`config.mk`:
```
export PLATFORM = sky130hd
export DESIGN_NAME = change_payout
export DESIGN_NICKNAME = d
export VERILOG_FILES = /design/src/rtl/change_payout_pkg.sv /design/src/rtl/change_payout_timer.sv /design/src/rtl/change_payout.sv
export SDC_FILE = /design/constraint.sdc
export NUM_CORES = 1
export LEC_CHECK = 0
export CORE_MARGIN = 2
export CORE_UTILIZATION = 59
export DETAILED_ROUTE_END_ITERATION = 10
export PLACE_DENSITY = 0.86
export SKIP_CTS_REPAIR_TIMING = 1
export SYNTH_ARGS = -nofsm -noshare
export SYNTH_HDL_FRONTEND = slang
export SYNTH_SLANG_ARGS = --single-unit
export TNS_END_PERCENT = 50
```
`constraint.sdc`:
```
create_clock -name clk -period 4.3 [get_ports clk]
set_input_delay 1.075 -clock clk [delete_from_list [all_inputs] [get_ports clk]]
set_output_delay 1.075 -clock clk [all_outputs]
set_load 0.01 [all_outputs]
```
`src/rtl/change_payout_pkg.sv`:
```
// Shared types and constants for the change payout hopper controller.
package change_payout_pkg;

    typedef enum logic [2:0] {IDLE, SELECT, EJECT, GAP, DONE, FAULT} state_t;
    typedef enum logic [1:0] {NICKEL, DIME, QUARTER} coin_t;

    localparam logic [3:0] NICKEL_VAL  = 4'd1;
    localparam logic [3:0] DIME_VAL    = 4'd2;
    localparam logic [3:0] QUARTER_VAL = 4'd5;

    function automatic logic [3:0] coin_value(input coin_t c);
        case (c)
            QUARTER: return QUARTER_VAL;
            DIME:    return DIME_VAL;
            default: return NICKEL_VAL;
        endcase
    endfunction

    // Inventory add that clamps at the 6-bit maximum instead of wrapping.
    function automatic logic [5:0] sat_add(input logic [5:0] a, input logic [3:0] b);
        logic [6:0] s;
        s = {1'b0, a} + {3'b000, b};
        return s[6] ? 6'd63 : s[5:0];
    endfunction

endpackage

```
`src/rtl/change_payout_timer.sv`:
```
// Shared cycle counter for the eject timeout and the inter-coin gap.
module payout_timer #(
    parameter int unsigned TIMEOUT_CYC = 200,
    parameter int unsigned GAP_CYC     = 4
) (
    input  logic clk,
    input  logic rst_n,
    input  logic clr,
    input  logic en,
    output logic timeout_tc,
    output logic gap_tc
);

    localparam int unsigned MAX_CYC = (TIMEOUT_CYC > GAP_CYC) ? TIMEOUT_CYC : GAP_CYC;
    localparam int unsigned W       = $clog2(MAX_CYC + 1);

    logic [W-1:0] cnt;

    always_ff @(posedge clk) begin
        if (!rst_n) begin
            cnt <= '0;
        end else if (clr) begin
            cnt <= '0;
        end else if (en && !(&cnt)) begin
            cnt <= cnt + W'(1);
        end
    end

    // Terminal counts flag the last cycle of the window, so the state leaves on that edge.
    assign timeout_tc = (cnt == W'(TIMEOUT_CYC - 1));
    assign gap_tc     = (cnt == W'(GAP_CYC - 1));

endmodule

```
`src/rtl/change_payout.sv`:
```
// Greedy coin payout controller: picks coins, drives hopper solenoids, tracks inventory.
module change_payout
    import change_payout_pkg::*;
#(
    parameter int unsigned TIMEOUT_CYC = 200,
    parameter int unsigned GAP_CYC     = 4
) (
    input  logic       clk,
    input  logic       rst_n,
    input  logic       req_valid,
    input  logic [3:0] req_amt,
    output logic       req_ready,
    input  logic       refill_valid,
    input  logic [1:0] refill_type,
    input  logic [3:0] refill_cnt,
    input  logic       coin_sensed,
    output logic       eject_nickel,
    output logic       eject_dime,
    output logic       eject_quarter,
    output logic       done,
    output logic       short,
    output logic [3:0] remain,
    output logic       fault,
    input  logic       fault_clr,
    output logic [5:0] inv_n,
    output logic [5:0] inv_d,
    output logic [5:0] inv_q
);

    state_t state;
    coin_t  coin;
    logic   tmr_clr;
    logic   tmr_en;
    logic   timeout_tc;
    logic   gap_tc;

    assign req_ready = (state == IDLE);
    assign tmr_en    = (state == EJECT) || (state == GAP);
    assign tmr_clr   = !tmr_en || ((state == EJECT) && coin_sensed);

    payout_timer #(
        .TIMEOUT_CYC(TIMEOUT_CYC),
        .GAP_CYC    (GAP_CYC)
    ) u_timer (
        .clk       (clk),
        .rst_n     (rst_n),
        .clr       (tmr_clr),
        .en        (tmr_en),
        .timeout_tc(timeout_tc),
        .gap_tc    (gap_tc)
    );

    always_ff @(posedge clk) begin
        if (!rst_n) begin
            state         <= IDLE;
            coin          <= NICKEL;
            eject_nickel  <= 1'b0;
            eject_dime    <= 1'b0;
            eject_quarter <= 1'b0;
            done          <= 1'b0;
            short         <= 1'b0;
            fault         <= 1'b0;
            remain        <= '0;
            inv_n         <= '0;
            inv_d         <= '0;
            inv_q         <= '0;
        end else begin
            done <= 1'b0;
            unique case (state)
                IDLE: begin
                    if (req_valid) begin
                        remain <= req_amt;
                        state  <= SELECT;
                    end else if (refill_valid) begin
                        case (refill_type)
                            2'd0:    inv_n <= sat_add(inv_n, refill_cnt);
                            2'd1:    inv_d <= sat_add(inv_d, refill_cnt);
                            2'd2:    inv_q <= sat_add(inv_q, refill_cnt);
                            default: ;
                        endcase
                    end
                end
                SELECT: begin
                    if (remain == '0) begin
                        done  <= 1'b1;
                        short <= 1'b0;
                        state <= DONE;
                    end else if (remain >= QUARTER_VAL && inv_q != '0) begin
                        coin          <= QUARTER;
                        eject_quarter <= 1'b1;
                        state         <= EJECT;
                    end else if (remain >= DIME_VAL && inv_d != '0) begin
                        coin       <= DIME;
                        eject_dime <= 1'b1;
                        state      <= EJECT;
                    end else if (inv_n != '0) begin
                        coin         <= NICKEL;
                        eject_nickel <= 1'b1;
                        state        <= EJECT;
                    end else begin
                        done  <= 1'b1;
                        short <= 1'b1;
                        state <= DONE;
                    end
                end
                EJECT: begin
                    // A confirmed coin wins over a timeout landing on the same cycle.
                    if (coin_sensed) begin
                        remain <= remain - coin_value(coin);
                        case (coin)
                            NICKEL:  inv_n <= inv_n - 6'd1;
                            DIME:    inv_d <= inv_d - 6'd1;
                            QUARTER: inv_q <= inv_q - 6'd1;
                            default: ;
                        endcase
                        eject_nickel  <= 1'b0;
                        eject_dime    <= 1'b0;
                        eject_quarter <= 1'b0;
                        state         <= GAP;
                    end else if (timeout_tc) begin
                        eject_nickel  <= 1'b0;
                        eject_dime    <= 1'b0;
                        eject_quarter <= 1'b0;
                        fault         <= 1'b1;
                        state         <= FAULT;
                    end
                end
                GAP: begin
                    if (gap_tc) state <= SELECT;
                end
                DONE: begin
                    short <= 1'b0;
                    state <= IDLE;
                end
                FAULT: begin
                    if (fault_clr) begin
                        fault <= 1'b0;
                        done  <= 1'b1;
                        short <= 1'b1;
                        state <= DONE;
                    end
                end
                default: state <= IDLE;
            endcase
        end
    end

endmodule

```
==> impl_results.md, run 1 <==
* Clock Pin Slew Worst Setup and Hold Paths at 80 ps
* Port bufs at 44
* Pwr/cell area at 313.0 mW/mm^2
* Final ANT Viol Nets at 0
* P_leak at 1.341 nW
* Slew HR at 0.3403
* Pins Over Slew Limit at 0
* Rows at 26
* Initial DRC count at 236
* CP startpoint kind: primary input
* FF-to-FF End: state[0]$_SDFFE_PN0P_
* Register area at 820.8 sq um
* Syn Inst Count at 387
* Pin count of the biggest net entering global routing at 29
* Number of H-tree levels at 2
* FF+latch count, synth at 41
* Clock Tree Buf Depth at 2
* Drt wl/cell at 15.83 um
* First-pass GRT wire length at 13450 um
* Status: finished clean
* Synth warnings at 0
* Hpwl dp at 5854 um
* Nets at 465
* HP Start: short$_SDFFE_PN0P_
* Worst path arrival time at 3280 ps
* Syn nets at 427
* Worst vdd ir at 0.0002203 V
* CTS buffer count at 5
* Syn avg cell area at 7.931 sq um
* Fmax at 327.2 MHz
* Seq/Total Area, Yosys at 0.2674
* Vias per std cell at 6.258
* Cell variety after synth at 71
* Final min period at 3056 ps
* Worst Skew at 11.21 ps
* Share of cells above drive strength 1 at 0.04930
* Final core utilization at 0.7214
* Post-Route WL at 7854 um
* Reg-to-Reg Start: state[2]$_SDFFE_PN0P_
* Max Cap Viol at 0
* Pre-CTS setup slack at 1023 ps
* Setup TNS Final at 0 ps
* R2R Setup Slk at 1740 ps
* Crit Path Max Fanout at 4
* Async S/R FF share, synth at 0
* Die Ht at 76.13 um
* Die Footprint at 0.005795 sq mm
* GRT Overall Usage at 0.2765
* DR DRC count at 0
* Skew-Pair Late Insertion Delay at 300 ps
* Core area at 0.005075 sq mm
* Final global-route overflow total at 0
* CTS tree: yes
* Routability cong. at 0.9406
* Die W at 76.13 um
* DR vias at 3104
* Final hold vios at 0
* Multi-input combinational cell area at 0.002087 sq mm
* Ports at 45
* Crit share post-route at 0.7107
* Crit Path Class: in2reg
* Root buf cell: clkbuf_8
* Hold_ws at 468.6 ps
* Vias in the first global route at 2955
* Layout overhead on the synthesized area at 19.28%
* Slew of the pin with the lowest slew margin at 989.5 ps
* Mapped cell area at 0.003069 sq mm
* Hold EP: short$_SDFFE_PN0P_
* Ant diodes at 0
* Number of flops mapped to enable cells by yosys at 0
* Data required, critical path at 4520 ps
* Initial antenna violation count at 0
* Final setup vio count at 0
* RSZ-0062 raised after global routing: no
* WHS Path Cells at 2
* Final setup margin at 1244 ps
* Initial core utilization at 0.6048
* Fillers at 421
* Power Total at 1.146 mW
* Clk sinks at 41
* Worst setup EP type: flop
* Depth of the most critical reg-to-reg path at 5
* Post-synth top flop: dfxtp_1
* Min-delay worst type: reg2reg
* TritonRoute pass-1 iters at 5
-- cell type report --
type                    count  area share
multi-input cells         306      0.5701
flip-flops and latches     41      0.2242
repair buffers             46      0.1244
inverters                  25     0.02563
well taps                  70     0.02392
clock buffers               7     0.02358
clock inverters             1    0.008202
-- registers in the layout (all words and copies together) (netlist names) --
name,flops
coin,2
done,1
eject_dime,1
eject_nickel,1
eject_quarter,1
fault,1
inv_d,6
inv_n,6
inv_q,6
remain,4
short,1
state,3
u_timer.cnt,8
-- routing by layer --
layer  vias to the layer above  wire length (um)  track usage
li1                       1514                 -            -
met1                      1459              3467       0.3492
met2                       117              3817       0.4750
met3                        14               475      0.05332
met4                         0                93      0.09273
met5                         -                 0            0
-- placed cells by master, fill, tap and decap left out, types with 3 or more instances in the layout --
cell,count
clkdlybuf4s50_1,44
nand2_1,41
dfxtp_1,41
o21ai_0,29
nor2_1,28
inv_1,25
a21oi_1,21
ha_1,20
nor2b_1,11
o211ai_1,9
o31ai_1,8
nor3_1,8
nand3_1,8
a21boi_0,8
nand2b_1,7
xnor2_1,6
a211oi_1,6
clkbuf_8,6
xor2_1,5
nor4_1,5
o22ai_1,4
o21a_1,4
a21o_1,4
fa_1,4
a32oi_1,3
or3_1,3
mux2i_1,3
nor3b_1,3
a31oi_1,3
o21bai_1,3
o2111ai_1,3
and2_1,3
o211a_1,3
-- cells in the mapped netlist (all sizes together), types with 3 or more instances --
cell type / instances / area, sq um
clkbuf: 10 / 37.54
o21ai: 30 / 150.1
mux2i: 3 / 30.03
nor4: 5 / 31.28
buf: 5 / 30.02
a21oi: 22 / 113.9
o211ai: 9 / 67.56
inv: 25 / 93.84
o22ai: 4 / 25.02
and2: 4 / 25.03
o21a: 4 / 30.03
o21bai: 3 / 22.52
a31oi: 3 / 18.77
nand2: 41 / 153.9
o41ai: 3 / 33.79
xor2: 5 / 43.79
a32oi: 4 / 42.55
o31ai: 8 / 60.06
nor2b: 11 / 68.82
nor3: 9 / 50.05
nor2: 28 / 105.1
fa: 4 / 80.08
a21o: 4 / 30.03
nand2b: 7 / 43.79
dfxtp: 41 / 820.8
o211a: 3 / 30.03
nand3: 8 / 40.04
or3: 3 / 18.77
a211oi: 7 / 57.55
nor3b: 5 / 53.80
a21boi: 9 / 67.57
xnor2: 6 / 52.55
o2111ai: 3 / 26.28
ha: 20 / 250.2
-- kinds of logic (layout without fill, tap and decap cells) --
logic type      count (synthesis)  count (layout)  share of synthesized area
compound gates                131             131                     0.2968
xor+xnor                       11              11                    0.03139
buf+inv                        40              79                    0.05259
flops                          41              41                     0.2674
simple gates                  136             136                     0.2308
fa+ha+maj                      24              24                     0.1076
mux                             4               4                    0.01345
-- worst max-delay path, cell delays in order --
cell and delay (ps):
clkdlybuf4s50_1 540, ha_1 230, inv_1 70, fa_1 410, nor2b_1 130, o21ai_0 140, a21oi_1 380, o31ai_1 130
o22ai_1 180
-- worst max-delay path by stage --
stage                                startpoint                    end
after floorplan                   refill_cnt[0]  inv_d[4]$_SDFFE_PN0P_
after global placement            refill_cnt[0]  inv_q[2]$_SDFFE_PN0P_
after detailed placement          refill_cnt[1]  inv_q[2]$_SDFFE_PN0P_
after CTS                 state[2]$_SDFFE_PN0P_              req_ready
after global routing              refill_cnt[1]  inv_q[0]$_SDFFE_PN0P_
final                             refill_cnt[0]  inv_d[2]$_SDFFE_PN0P_
-- where the power goes --
group	total [mW]	internal, mW	leakage [nW]	switching [mW]
sequential	0.453	0.407	0.332	0.0466
clock	0.326	0.189	0.0585	0.137
combinational	0.366	0.164	0.950	0.202
total	1.15	0.761	1.34	0.385
-- through the flow --
stage	instance area, sq um	instances
6_report	3661	496
5_1_grt	3661	496
4_1_cts	3661	496
3_5_place_dp	3545	488
3_3_place_gp	3545	488
2_1_floorplan	3069	387
(Power assumes the default switching activity.)
==> run 2: changes to the inputs <==
--- a/config.mk
+++ b/config.mk
@@ -6,9 +6,9 @@
 export NUM_CORES = 1
 export LEC_CHECK = 0
 export CORE_MARGIN = 2
-export CORE_UTILIZATION = 59
+export CORE_UTILIZATION = 50
 export DETAILED_ROUTE_END_ITERATION = 10
-export PLACE_DENSITY = 0.86
+export PLACE_DENSITY = 0.77
 export SKIP_CTS_REPAIR_TIMING = 1
 export SYNTH_ARGS = -nofsm -noshare
 export SYNTH_HDL_FRONTEND = slang
==> constraint.sdc (replaced) <==
create_clock -name clk -period 2.5 [get_ports clk]
set_input_delay 0.625 -clock clk [delete_from_list [all_inputs] [get_ports clk]]
set_output_delay 0.625 -clock clk [all_outputs]
set_load 0.01 [all_outputs]
==> impl_results.md, run 2 (same netlist as run 1, synthesis figures left out) <==
* Status: finished clean
* Setup crit start: state[0]$_SDFFE_PN0P_
* CP startpoint kind: flop
* Max FFs per register at 8
* Final ANT Viol Nets at 0
* CP endpoint: req_ready
* Initial core utilization at 0.5184
* Hpwl dp at 6094 um
* Hold_ws at 467.2 ps
* Layout overhead on the synthesized area at 24.22%
* Ports at 45
* DR vias at 3115
* Post-Route WL at 8127 um
* Slew HR at 0.6044
* Top reg by flops: u_timer.cnt
* Worst path max stage delay at 560 ps
* Number of H-tree levels at 2
* Nets at 483
* Final setup margin at 102.0 ps
* Skew-Pair Late Insertion Delay at 300 ps
* Crit Path Max Fanout at 12
* Final hold vios at 0
* Clock share of power at 0.233
* Pwr/cell area at 495.1 mW/mm^2
* Die Ht at 82.35 um
* Pin count of the biggest net entering global routing at 45
* Placed Area at 0.003711 sq mm
* Internal at 1.207 mW
* Worst vdd ir at 0.0003137 V
* Worst path arrival time at 1770 ps
* Final min period at 2398 ps
* Clk sinks at 41
* Depth of the most critical reg-to-reg path at 7
* Root buf cell: clkbuf_8
* P_leak at 1.427 nW
* Final global-route overflow total at 0
* CP cell instances: or2_2 > nor2_1 > clkdlybuf4s50_1
* Final core utilization at 0.6439
* Data required, critical path at 1880 ps
* Register share of total power at 0.406
* Final setup vio count at 0
* Routability cong. at 0.9112
* Rows at 28
* RSZ-0062 raised after global routing: no
* Vias per std cell at 6.002
* Setup TNS Final at 0 ps
* First-pass GRT wire length at 13130 um
* Vias in the first global route at 2905
* Clock Pin Slew Worst Setup and Hold Paths at 80 ps
* GRT Overall Usage at 0.2490
* Pre-CTS setup slack at -293.4 ps
* CTS tree: yes
* Worst Skew at 8.264 ps
* Initial DRC count at 209
* Ant diodes at 0
* Worst setup EP type: primary output
* Share of cells above drive strength 1 at 0.09685
* Pins Over Slew Limit at 0
* FF-to-FF End: state[1]$_SDFFE_PN0P_
* Port bufs at 44
* DR DRC count at 0
* Reg-to-Reg Start: inv_d[1]$_SDFFE_PN0P_
* Crit share post-route at 0.9592
* Max Cap Viol at 0
* Most frequent cells in the layout: 43 x clkdlybuf4s50_1, 41 x nand2_1, 41 x dfxtp_1, 28 x nor2_1, 27 x o21ai_0
* CTS buffer count at 5
* Most common cell after layout, fill and taps aside: clkdlybuf4s50_1
* TritonRoute pass-1 iters at 5
* Die Footprint at 0.006781 sq mm
* Slew of the pin with the lowest slew margin at 589.5 ps
* Slowest cell on crit path: clkdlybuf4s50_1
* Core area at 0.005921 sq mm
* Crit Path Class: reg2out
* Fmax at 417.0 MHz
* Clock Tree Buf Depth at 2
* Sw Ratio at 0.3603
* Die W at 82.35 um
* Combinational share of power at 0.360
* Min-delay worst type: reg2reg
* Sw power at 0.6801 mW
* Design area at 0.003812 sq mm
* Drt wl/cell at 15.66 um
* Initial antenna violation count at 0
* R2R Setup Slk at 390 ps
run 2: changes by cell type in the layout (fill, tap and decap cells not counted), moves of 2 or more:
cell and change:
a21oi_2 +2, clkinv_2 +2, o21ai_0 -2, buf_4 +16, buf_12 +2, a21oi_1 -2, o21ai_1 +2
run 2: per-stage QoR:
step                      std cells  power [mW]
after global placement          511       1.434
after global routing            519       2.002
final                           519       1.888
after detailed placement        511       1.454
after floorplan                 387       1.197
after CTS                       519       1.897
run 2: worst min path at each step:
stage | to | startpoint | slack (ps) | cells after the start
2_1_floorplan | u_timer.cnt[5]$_SDFFE_PP0P_ | u_timer.cnt[5]$_SDFFE_PP0P_ | 470 | 2
3_3_place_gp | short$_SDFFE_PN0P_ | short$_SDFFE_PN0P_ | 450 | 2
6_report | short$_SDFFE_PN0P_ | short$_SDFFE_PN0P_ | 470 | 2
5_1_grt | short$_SDFFE_PN0P_ | short$_SDFFE_PN0P_ | 500 | 2
3_5_place_dp | short$_SDFFE_PN0P_ | short$_SDFFE_PN0P_ | 460 | 2
4_1_cts | short$_SDFFE_PN0P_ | short$_SDFFE_PN0P_ | 470 | 2
run 2: per-layer routing:
| layer | track usage | wire length, um | vias to the layer above |
|---|---|---|---|
| met5 | 0 | 0 | - |
| met2 | 0.4395 | 4041 | 84 |
| met1 | 0.3100 | 3687 | 1490 |
| met3 | 0.03804 | 304 | 7 |
| met4 | 0.07667 | 94 | 0 |
| li1 | - | - | 1534 |
run 2: worst max-delay path, delay by kind of cell, from the launching register on:
kind | cells | cell delay (ps)
buffers and inverters | 1 | 560
DFF | 1 | 440
and+or+nand+nor | 2 | 480
run 2: power groups by stage:
stage	sequential (mW)	clock [mW]	combinational (mW)
6_report	0.767	0.441	0.680
5_1_grt	0.774	0.478	0.750
4_1_cts	0.766	0.455	0.677
3_5_place_dp	0.781	0	0.673
3_3_place_gp	0.779	0	0.655
2_1_floorplan	0.769	0	0.428
run 2: cell type report:
type | count | area [sq um]
clock buffer | 5 | 68.82
clock inverter | 3 | 17.52
fill | 525 | 2108
inverter | 25 | 93.84
multi-input combinational | 306 | 2100
sequential | 41 | 820.8
tap | 75 | 93.84
timing repair buffer | 64 | 618.1
==> run 3: changes to the inputs <==
--- a/config.mk
+++ b/config.mk
@@ -5,12 +5,13 @@
 export SDC_FILE = /design/constraint.sdc
 export NUM_CORES = 1
 export LEC_CHECK = 0
+export CAP_MARGIN = 20
 export CORE_MARGIN = 2
 export CORE_UTILIZATION = 50
 export DETAILED_ROUTE_END_ITERATION = 10
 export PLACE_DENSITY = 0.77
+export RECOVER_POWER = 50
 export SKIP_CTS_REPAIR_TIMING = 1
 export SYNTH_ARGS = -nofsm -noshare
 export SYNTH_HDL_FRONTEND = slang
 export SYNTH_SLANG_ARGS = --single-unit
-export TNS_END_PERCENT = 50
==> impl_results.md, run 3 (same netlist as run 1, synthesis figures left out) <==
* Fmax at 415.8 MHz
* Status: finished clean
* Pin count of the biggest net entering global routing at 45
* M1 GR Usage at 0.3100
* Worst Skew at 7.557 ps
* Slew HR at 0.6003
* Post-Route WL at 8131 um
* Power Total at 1.878 mW
* Met3 global-route usage at 0.03804
* Die W at 82.35 um
* Clock share of power at 0.236
* Port bufs at 44
* Internal at 1.194 mW
* DR DRC count at 0
* Register share of total power at 0.408
* Max Cap Viol at 0
* Slowest cell on crit path: clkdlybuf4s50_1
* DR vias at 3157
* Clock Tree Buf Depth at 2
* Layer with the highest usage: met2
* Placed Area at 0.003711 sq mm
* Root buf cell: clkbuf_8
* RSZ-0062 raised after global routing: no
* Share of cells above drive strength 1 at 0.09459
* Initial DRC count at 240
* Data required, critical path at 1880 ps
* Crit Path Max Fanout at 12
* Skew-Pair Late Insertion Delay at 300 ps
* Initial core utilization at 0.5184
* Rows at 28
* GR met2 Demand/Resource at 0.4395
* Final hold vios at 0
* Worst path max stage delay at 560 ps
* CTS tree: yes
* Combinational share of power at 0.356
* Final global-route overflow total at 0
* Core area at 0.005921 sq mm
* Most frequent cells in the layout: 41 x nand2_1, 41 x dfxtp_1, 28 x nor2_1, 28 x dlygate4sd3_1, 27 x o21ai_0
* Pwr/cell area at 493.1 mW/mm^2
* Final setup margin at 94.89 ps
* Clk sinks at 41
* Max FFs per register at 8
* Clock Pin Slew Worst Setup and Hold Paths at 90 ps
* Ports at 45
* CTS buffer count at 5
* Ant diodes at 0
* Sw Ratio at 0.3642
* Routability cong. at 0.9112
* Sw power at 0.6839 mW
* Slew of the pin with the lowest slew margin at 595.5 ps
* Pre-CTS setup slack at -293.4 ps
* Crit Path Class: reg2out
* Pins Over Slew Limit at 0
* Final setup vio count at 0
* Vias in the first global route at 2905
* Worst path arrival time at 1780 ps
* Crit share post-route at 0.9620
* Hpwl dp at 6094 um
* Nets at 483
* CP startpoint kind: flop
* Top reg by flops: u_timer.cnt
* Vias per std cell at 6.083
* Worst vdd ir at 0.0003161 V
* Initial antenna violation count at 0
* Die Ht at 82.35 um
* CP cell instances: or2_2 > nor2_1 > clkdlybuf4s50_1
* Number of H-tree levels at 2
* First-pass GRT wire length at 13130 um
* Die Footprint at 0.006781 sq mm
* Design area at 0.003809 sq mm
* Drt wl/cell at 15.67 um
* Final ANT Viol Nets at 0
* P_leak at 1.513 nW
* Final min period at 2405 ps
* TritonRoute pass-1 iters at 6
* Setup TNS Final at 0 ps
* Worst setup EP type: primary output
* Layout overhead on the synthesized area at 24.09%
* Min-delay worst type: reg2reg
* GRT Overall Usage at 0.2490
run 3: cell types whose count changed in the layout (fill, tap and decap cells not counted), sizes merged:
cell	change
dlygate4sd3	+28
buf	-1
clkbuf	+1
clkdlybuf4s50	-28
run 3: per-layer routing:
layer	wire length (um)	share of wire	vias to the layer above
li1	-	-	1535
met1	3693	0.45	1513
met2	3980	0.49	96
met3	343	0.042	13
met4	114	0.014	0
met5	0	0	-
run 3: critical path: cells and delay by family (launching register included):
kind | cells | cell delay [ps]
DFF | 1 | 450
buffers and inverters | 1 | 560
and+or+nand+nor | 2 | 490
run 3: area by class of cell:
class / instances / area, sq um
Fill cell: 527 / 2112
Sequential cell: 41 / 820.8
Clock inverter: 3 / 17.52
Clock buffer: 5 / 68.82
Inverter: 25 / 93.84
Timing Repair Buffer: 64 / 614.3
Multi-Input combinational cell: 306 / 2100
Tap cell: 75 / 93.84
run 3: metrics by stage:
step | hold slack (ps) | std cells | util
after floorplan | 470.8 | 387 | -
after global placement | 453.3 | 511 | 0.6268
after detailed placement | 462.8 | 511 | 0.6268
after CTS | 474.6 | 519 | 0.6414
after global routing | 500.7 | 519 | 0.6433
final | 465.8 | 519 | 0.6433
run 3: final timing paths:
path / from / to / slack [ps] / depth (start not counted)
setup / recovery: state[0]$_SDFFE_PN0P_ / req_ready / 90 / 3
hold / removal: short$_SDFFE_PN0P_ / short$_SDFFE_PN0P_ / 470 / 2
setup reg to reg: inv_d[1]$_SDFFE_PN0P_ / state[1]$_SDFFE_PN0P_ / 390 / 7
hold reg to reg: short$_SDFFE_PN0P_ / short$_SDFFE_PN0P_ / 470 / 2
run 3: power groups by stage:
stage	registers (mW)	clock network, mW	logic (mW)
2_1_floorplan	0.769	0	0.428
5_1_grt	0.773	0.478	0.737
6_report	0.765	0.444	0.669
3_5_place_dp	0.781	0	0.673
3_3_place_gp	0.779	0	0.655
4_1_cts	0.766	0.455	0.677
